==> config.mk <==
export PLATFORM = sky130hd
export DESIGN_NAME = uart_rx
export DESIGN_NICKNAME = d
export VERILOG_FILES = /design/src/rtl/uart_pkg.sv /design/src/rtl/uart_sync.sv /design/src/rtl/uart_rx.sv
export SDC_FILE = /design/constraint.sdc
export NUM_CORES = 1
export LEC_CHECK = 0
export BUFFER_PORTS_ARGS = -buffer_cell sky130_fd_sc_hd__buf_2
export CORE_MARGIN = 2
export CORE_UTILIZATION = 53
export CTS_CLUSTER_DIAMETER = 40
export DETAILED_ROUTE_END_ITERATION = 16
export PLACE_DENSITY = 0.71
export SLEW_MARGIN = 25
export SYNTH_ARGS = -nofsm -noshare
export SYNTH_HDL_FRONTEND = slang
export SYNTH_SLANG_ARGS = --single-unit
==> constraint.sdc <==
create_clock -name clk -period 2.2 [get_ports clk]
set_input_delay 0.44 -clock clk [delete_from_list [all_inputs] [get_ports clk]]
set_output_delay 0.44 -clock clk [all_outputs]
set_load 0.01 [all_outputs]
==> src/rtl/uart_pkg.sv <==
// Shared UART definitions: receiver state encoding and default link constants.
package uart_pkg;

  localparam int unsigned CLK_FQ    = 50000000;
  localparam int unsigned BAUD_RATE = 115200;

  typedef enum logic [2:0] {
    IDLE,
    START,
    DATA,
    STOP,
    RECOVER
  } rx_state_t;

endpackage

==> src/rtl/uart_sync.sv <==
// Generic two-flop synchroniser with asynchronous active-low reset to a programmable value.
module uart_sync #(
  parameter int unsigned        width   = 1,
  parameter logic [width-1:0]   rst_val = '1
) (
  input  logic             clk,
  input  logic             rst_n,
  input  logic [width-1:0] din,
  output logic [width-1:0] dout
);

  logic [width-1:0] meta_q;
  logic [width-1:0] sync_q;

  always_ff @(posedge clk or negedge rst_n) begin
    if (!rst_n) begin
      meta_q <= rst_val;
      sync_q <= rst_val;
    end else begin
      meta_q <= din;
      sync_q <= meta_q;
    end
  end

  assign dout = sync_q;

endmodule

==> src/rtl/uart_rx.sv <==
// UART receiver: 8N1, mid-bit sampling, valid/ack handshake with framing-error and overrun pulses.
module uart_rx
  import uart_pkg::*;
#(
  parameter int unsigned clk_fq    = CLK_FQ,
  parameter int unsigned baud_rate = BAUD_RATE,
  parameter int unsigned div_cnt   = clk_fq / baud_rate,
  parameter int unsigned half_cnt  = div_cnt / 2
) (
  input  logic       clk,
  input  logic       rst_n,
  input  logic       rxd,
  input  logic       rx_ack,
  output logic [7:0] rxdata,
  output logic       rx_valid,
  output logic       frame_err,
  output logic       overrun,
  output logic       busy
);

  localparam int unsigned   CW        = $clog2(div_cnt);
  localparam logic [CW-1:0] DIV_LAST  = CW'(div_cnt - 1);
  localparam logic [CW-1:0] HALF_LAST = CW'(half_cnt - 1);

  logic rxd_s;

  uart_sync #(
    .width   (1),
    .rst_val (1'b1)
  ) u_sync (
    .clk   (clk),
    .rst_n (rst_n),
    .din   (rxd),
    .dout  (rxd_s)
  );

  rx_state_t     state_q,     state_d;
  logic [CW-1:0] cycle_cnt_q, cycle_cnt_d;
  logic [2:0]    bit_idx_q,   bit_idx_d;
  logic [7:0]    rx_shift_q,  rx_shift_d;
  logic [7:0]    rxdata_q,    rxdata_d;
  logic          rx_valid_q,  rx_valid_d;
  logic          frame_err_q, frame_err_d;
  logic          overrun_q,   overrun_d;
  logic          busy_q,      busy_d;

  always_comb begin
    state_d     = state_q;
    cycle_cnt_d = cycle_cnt_q;
    bit_idx_d   = bit_idx_q;
    rx_shift_d  = rx_shift_q;
    rxdata_d    = rxdata_q;
    rx_valid_d  = rx_valid_q & ~rx_ack;
    frame_err_d = 1'b0;
    overrun_d   = 1'b0;

    unique case (state_q)
      IDLE: begin
        if (!rxd_s) begin
          state_d     = START;
          cycle_cnt_d = '0;
        end
      end
      START: begin
        if (cycle_cnt_q == HALF_LAST) begin
          // A line that is high again at mid-start-bit was a glitch.
          if (!rxd_s) begin
            state_d     = DATA;
            cycle_cnt_d = '0;
            bit_idx_d   = '0;
          end else begin
            state_d = IDLE;
          end
        end else begin
          cycle_cnt_d = cycle_cnt_q + CW'(1);
        end
      end
      DATA: begin
        if (cycle_cnt_q == DIV_LAST) begin
          rx_shift_d  = {rxd_s, rx_shift_q[7:1]};
          bit_idx_d   = bit_idx_q + 3'd1;
          cycle_cnt_d = '0;
          if (bit_idx_q == 3'd7) begin
            state_d = STOP;
          end
        end else begin
          cycle_cnt_d = cycle_cnt_q + CW'(1);
        end
      end
      STOP: begin
        if (cycle_cnt_q == DIV_LAST) begin
          cycle_cnt_d = '0;
          if (rxd_s) begin
            rxdata_d   = rx_shift_q;
            rx_valid_d = 1'b1;
            overrun_d  = rx_valid_q & ~rx_ack;
            state_d    = IDLE;
          end else begin
            frame_err_d = 1'b1;
            state_d     = RECOVER;
          end
        end else begin
          cycle_cnt_d = cycle_cnt_q + CW'(1);
        end
      end
      RECOVER: begin
        if (rxd_s) begin
          state_d = IDLE;
        end
      end
      default: state_d = IDLE;
    endcase

    busy_d = (state_d != IDLE);
  end

  always_ff @(posedge clk or negedge rst_n) begin
    if (!rst_n) begin
      state_q     <= IDLE;
      cycle_cnt_q <= '0;
      bit_idx_q   <= '0;
      rx_shift_q  <= '0;
      rxdata_q    <= '0;
      rx_valid_q  <= 1'b0;
      frame_err_q <= 1'b0;
      overrun_q   <= 1'b0;
      busy_q      <= 1'b0;
    end else begin
      state_q     <= state_d;
      cycle_cnt_q <= cycle_cnt_d;
      bit_idx_q   <= bit_idx_d;
      rx_shift_q  <= rx_shift_d;
      rxdata_q    <= rxdata_d;
      rx_valid_q  <= rx_valid_d;
      frame_err_q <= frame_err_d;
      overrun_q   <= overrun_d;
      busy_q      <= busy_d;
    end
  end

  assign rxdata    = rxdata_q;
  assign rx_valid  = rx_valid_q;
  assign frame_err = frame_err_q;
  assign overrun   = overrun_q;
  assign busy      = busy_q;

endmodule

# Word-level counts from Yosys, hierarchy flattened
# Index checks and enable logic that the tools add are counted.
[word_totals] register_bits=37 inputBits=4 out_inout_bits=12 wordCells=59
[op_classes] addsub=2 eq_ne=10 mux=26 n_bitwise=2 n_reduce_logical=8
[op_table] operator="2-to-1 mux 3 bit" count=10
[op_table] operator="2-to-1 mux 9 bit" count=3
[op_table] operator="case mux 9 bit (3 select lines)" count=1
[op_table] operator="case mux 3 bit (5 select lines)" count=1
[op_table] operator="adder 9 x 1 -> 9 bit (second input constant)" count=1
[op_table] operator="== test 9 x 8 -> 1 bit (second input constant)" count=1
[op_table] operator="== test 9 bit (second input constant)" count=1
[op_table] operator="2-to-1 mux 1 bit" count=9
[op_table] operator="== test 3 x 2 -> 1 bit (second input constant)" count=2
[op_table] operator="== test 3 bit (second input constant)" count=2
[op_table] operator="!= test 2 bit (second input constant)" count=3
[op_table] operator="case mux 3 bit (2 select lines)" count=1
[op_table] operator="nonzero test 3 bit" count=2
[op_table] operator="AND reduction 4 bit" count=1
[op_table] operator="adder 3 x 1 -> 3 bit (second input constant)" count=1
[op_table] operator="== test 3 x 1 -> 1 bit (second input constant)" count=1
[op_table] operator="logical NOT 3 bit" count=1
[op_table] operator="AND reduction 3 bit" count=1
[op_table] operator="2-to-1 mux 2 bit" count=1
[op_table] operator="AND reduction 2 bit" count=1
[op_table] operator="nonzero test 2 bit" count=1
[op_table] operator="OR reduction 2 bit" count=1
[op_table] operator="AND 1 bit" count=1
[op_table] operator="inverter 1 bit" count=1

# Depth between registers and ports, before layout
[logic_depth] depth_word=5 mapped_depth=8 mapped_depth_nobuf=6

# Modules after synthesis
# A second synthesis with hierarchy kept.
[unflattened] cells_unflattened=151 hier_area_um2=1835.5
[modules_own_cells] mod="uart_rx" instances=1 cells_each=149 area_per_inst_um2=1783.0 seq_area_each_um2=875.8
[modules_own_cells] mod="uart_sync" instances=1 cells_each=2 area_per_inst_um2=52.6 seq_area_each_um2=52.6

# Least setup slack after synthesis
# OpenSTA, ideal clock, no wires.
[synth_timing] path_type="register -> register" from="reg cycle_cnt_q[0]" to="reg rx_shift_q[2]" setup_time_ps=125 t_arrival_ps=1618 t_required_ps=2075 setup_slack_ps=457 path_stages_with_launch=7 n_path_buf=2 period_less_slack_ps=1743 path_cell_list="dfrtp_1 -> ha_1 -> and4b_1 -> buf_4 -> nand4b_1 -> buf_2 -> mux2_2"
[synth_between] elab_chain_cells=2
[synth_lines] item="from (decl)" line="uart_rx.sv:38" text="logic [CW-1:0] cycle_cnt_q, cycle_cnt_d;"
[synth_lines] item="from (signal assigned)" line="uart_rx.sv:130" text="cycle_cnt_q <= cycle_cnt_d;"
[synth_lines] item="== test 9 bit" line="uart_rx.sv:79" text="if (cycle_cnt_q == DIV_LAST) begin"
[synth_lines] item="AND reduction 2 bit (no line)"
[synth_lines] item="to (signal assigned)" line="uart_rx.sv:132" text="rx_shift_q <= rx_shift_d;"
[synth_lines] item="to (decl)" line="uart_rx.sv:40" text="logic [7:0] rx_shift_q, rx_shift_d;"
# No other way between the ends.
# A chain may end at the register's enable or synchronous reset.

# Final worst setup path
[layout_timing] from="reg cycle_cnt_q[1]" to="reg rxdata_q[2] (netlist: rxdata[2])"
[layout_between] elab_chain_cells=2
[layout_lines] item="== test 9 bit" line="uart_rx.sv:91" text="if (cycle_cnt_q == DIV_LAST) begin"
[layout_lines] item="AND reduction 3 bit (no line)"
[layout_lines] item="to (signal assigned)" line="uart_rx.sv:133" text="rxdata_q <= rxdata_d;"
[layout_lines] item="to (decl)" line="uart_rx.sv:41" text="logic [7:0] rxdata_q, rxdata_d;"
# No other way between the ends.

==> impl_metrics.env <==
export IMPL_hold_buffers=0
export IMPL_rsz0062_at_grt="no"
export IMPL_start_kind="flip-flop"
export IMPL_yosys_warnings=0
export IMPL_crit_fanout=9
export IMPL_r2r_start="cycle_cnt_q[1]"
export IMPL_maxSlewViolCount=0
export IMPL_crit_required_ps=2440
export IMPL_powerDensity_mw_per_mm2=551
export IMPL_vias_per_cell=5.70
export IMPL_num_vias=1253
export IMPL_syn_area_per_cell_um2=11.6
export IMPL_cts_inserted_buffers=5
export IMPL_drt_wl_total_um=3270
export IMPL_routabilityCongestion=0.858
export IMPL_final_hold_viol_count=0
export IMPL_final_nets=182
export IMPL_clock_latency_ps=350
export IMPL_die_w_um=62.2
export IMPL_route_detailed_drc=0
export IMPL_clock_sinks=37
export IMPL_synth_simple_area_share_pct=15.8
export IMPL_synthMuxAreaShare_pct=11.8
export IMPL_cts_resized_gates=0
export IMPL_synth_compound_area_share_pct=11.7
export IMPL_synth_xor_area_share_pct=0.976
export IMPL_cts_buffer_depth=2
export IMPL_synth_area_mm2=0.00179
export IMPL_max_vdd_ir_drop_mv=0.463
export IMPL_synth_main_ff_cell="dfrtp_1"
export IMPL_synthAdderAreaFrac_pct=3.49
export IMPL_drive_above_1_share_pct=27.0
export IMPL_synth_top_area_share_pct=48.8
export IMPL_grt_total_usage_pct=19.5
export IMPL_final_cell_count_no_fill=220
export IMPL_synth_edf_count=0
export IMPL_synth_cell_type_count=45
export IMPL_synth_top_family_by_area="simple AND/OR/NAND/NOR gates"
export IMPL_synth_seq_area_share_pct=51.7
export IMPL_area_delta_synth_final_pct=9.97
export IMPL_min_path_type="in -> async"
export IMPL_fin_skew_ps=8.14
export IMPL_cts_tree="done"
export IMPL_rrSetupSlack_ps=270
export IMPL_async_flop_share_pct=100
export IMPL_dp_cells=212
export IMPL_worstRegToRegCells=6
export IMPL_cp_end_kind="flip-flop"
export IMPL_max_freq_mhz=519
export IMPL_cap_viol_max_count=0
export IMPL_reg2reg_to="rxdata[2]"
export IMPL_wire_per_inst_um=14.9
export IMPL_ys_ff_latch=37
export IMPL_tns_ps=0
export IMPL_rows=21
export IMPL_io_pins=16
export IMPL_firstDrtPassIters=4
export IMPL_critical_path_class="reg -> reg"
export IMPL_h_tree_depth=2
export IMPL_dpl_hpwl_um=2270
export IMPL_period_minus_slack_ps=1930
export IMPL_ys_top_cells_by_count="dfrtp_1 (35), inv_1 (15), mux2_2 (12), nand2_1 (8)"
export IMPL_core_area_mm2=0.00328
export IMPL_grt_max_degree=38
export IMPL_yosys_cell_count_top_type="dfrtp_1"
export IMPL_worst_pin_slew_ps=784
export IMPL_arrival_ps=2160
export IMPL_synth_area_leader_cell="dfrtp_1"
export IMPL_drt_iter0_drc=68
export IMPL_grt_pass1_vias=1257
export IMPL_root_buffer="clkbuf_4"
export IMPL_gr_total_overflow=0
export IMPL_antenna_cells=0
export IMPL_postLayoutCoreUtil_pct=60.1
export IMPL_die_height_um=62.2
export IMPL_synth_nets=164
export IMPL_start_util_pct=54.6
export IMPL_status="complete, no violations"
export IMPL_grt_pass1_wl_um=5950
export IMPL_cts_clk_slew_worst_paths_ps=110
export IMPL_antenna_found_initial=0
export IMPL_portBuffers=15
export IMPL_power_total_mw=1.09
export IMPL_die_area_mm2=0.00387
export IMPL_slew_headroom_pct=47.7
export IMPL_synth_area_leaders="dfrtp_1 (49%), mux2_2 (7.5%), ha_1 (3.5%)"
export IMPL_post_route_period_util_pct=87.6
export IMPL_cts_setup_buffers=0
export IMPL_postSynthCellCount=155
export IMPL_detail_route_antenna_nets=0
export IMPL_p_leak_nw=0.976
export IMPL_finalSetupViolCount=0
power by group:
group	total (mW)	switching, mW	internal (mW)
Combinational	0.0168	0.0137	0.00319
Sequential	0.687	0.00354	0.683
Clock	0.384	0.227	0.156
cell usage in the layout (no fill, tap or decap), drive strengths merged:
cell	n
or2	1
ha	5
nor3	3
xnor2	2
a21bo	1
nand4	4
and3	1
nand4b	1
nand3	6
o221ai	4
or2b	1
dfrtp	35
or3b	1
and2b	1
mux2	17
nor4	1
and4b	2
inv	15
a221o	1
a31oi	1
nor2	5
mux2i	2
o2111ai	2
and4bb	2
a211o	1
o22ai	4
dfstp	2
o211ai	2
and2	2
or4	2
a2bb2oi	1
o21ai	5
clkbuf	7
a21oi	4
buf	16
clkinvlp	1
nand2	8
a21o	2
nand2b	3
worst max-delay path, cell delays in order, from the launching register on:
cell,delay [ps]
dfrtp_1,440
inv_1,100
ha_1,140
and4b_1,350
and2_4,220
nand4_4,190
mux2_1,370
layer usage:
layer  routed length [um]  vias to the layer above  track usage [%]
li1                     -                      601                -
met1                 1460                      616             25.2
met2                 1600                       30             31.9
met3                  151                        6             5.25
met4                   53                        0             6.67
met5                    0                        -                0
area by class of cell:
class                   instances  area [um^2]
multi-input cells              98          786
clock inverters                 1         7.51
flip-flops and latches         37          928
fillers                       290         1310
inverters                      15         56.3
well taps                      46         57.6
repair buffers                 16         82.6
clock buffers                   7         55.1
how the worst max path moves through the flow:
stage | startpoint | endpoint | slack, ps | cells past startpoint
detailed placement | cycle_cnt_q[1] | rxdata[4] | 290 | 6
global route | cycle_cnt_q[1] | cycle_cnt_q[2] | 130 | 6
finish | cycle_cnt_q[1] | rxdata[2] | 270 | 6
floorplan | cycle_cnt_q[0] | rx_shift_q[2] | 460 | 6
global placement | cycle_cnt_q[1] | rxdata[1] | 380 | 6
CTS | cycle_cnt_q[1] | rxdata[1] | 270 | 6
metrics by stage:
| step | area [um^2] | hold WS, ps | setup WS [ps] |
|---|---|---|---|
| 4_1_cts | 1970 | 169 | 267 |
| 2_1_floorplan | 1790 | 144 | 457 |
| 5_1_grt | 1970 | 161 | 130 |
| 3_5_place_dp | 1910 | 347 | 292 |
| 6_report | 1970 | 152 | 273 |
| 3_3_place_gp | 1910 | 346 | 375 |
state kept, by name (all words and copies together), names as in the netlist:
register	count
state_q	3
u_sync.meta_q	1
cycle_cnt_q	9
bit_idx_q	3
rx_valid	1
overrun	1
frame_err	1
rx_shift_q	8
busy	1
u_sync.dout	1
rxdata	8
logic make-up (layout without fill, tap and decap cells):
group / after synthesis / count (layout)
AOI/OAI and AO/OA: 28 / 28
xor gates and xnor gates: 2 / 2
adders and majority gates: 5 / 5
buffers and inverters: 20 / 39
DFF: 37 / 37
muxes: 19 / 19
and+or+nand+nor: 44 / 44
(Power assumes the default switching activity.)
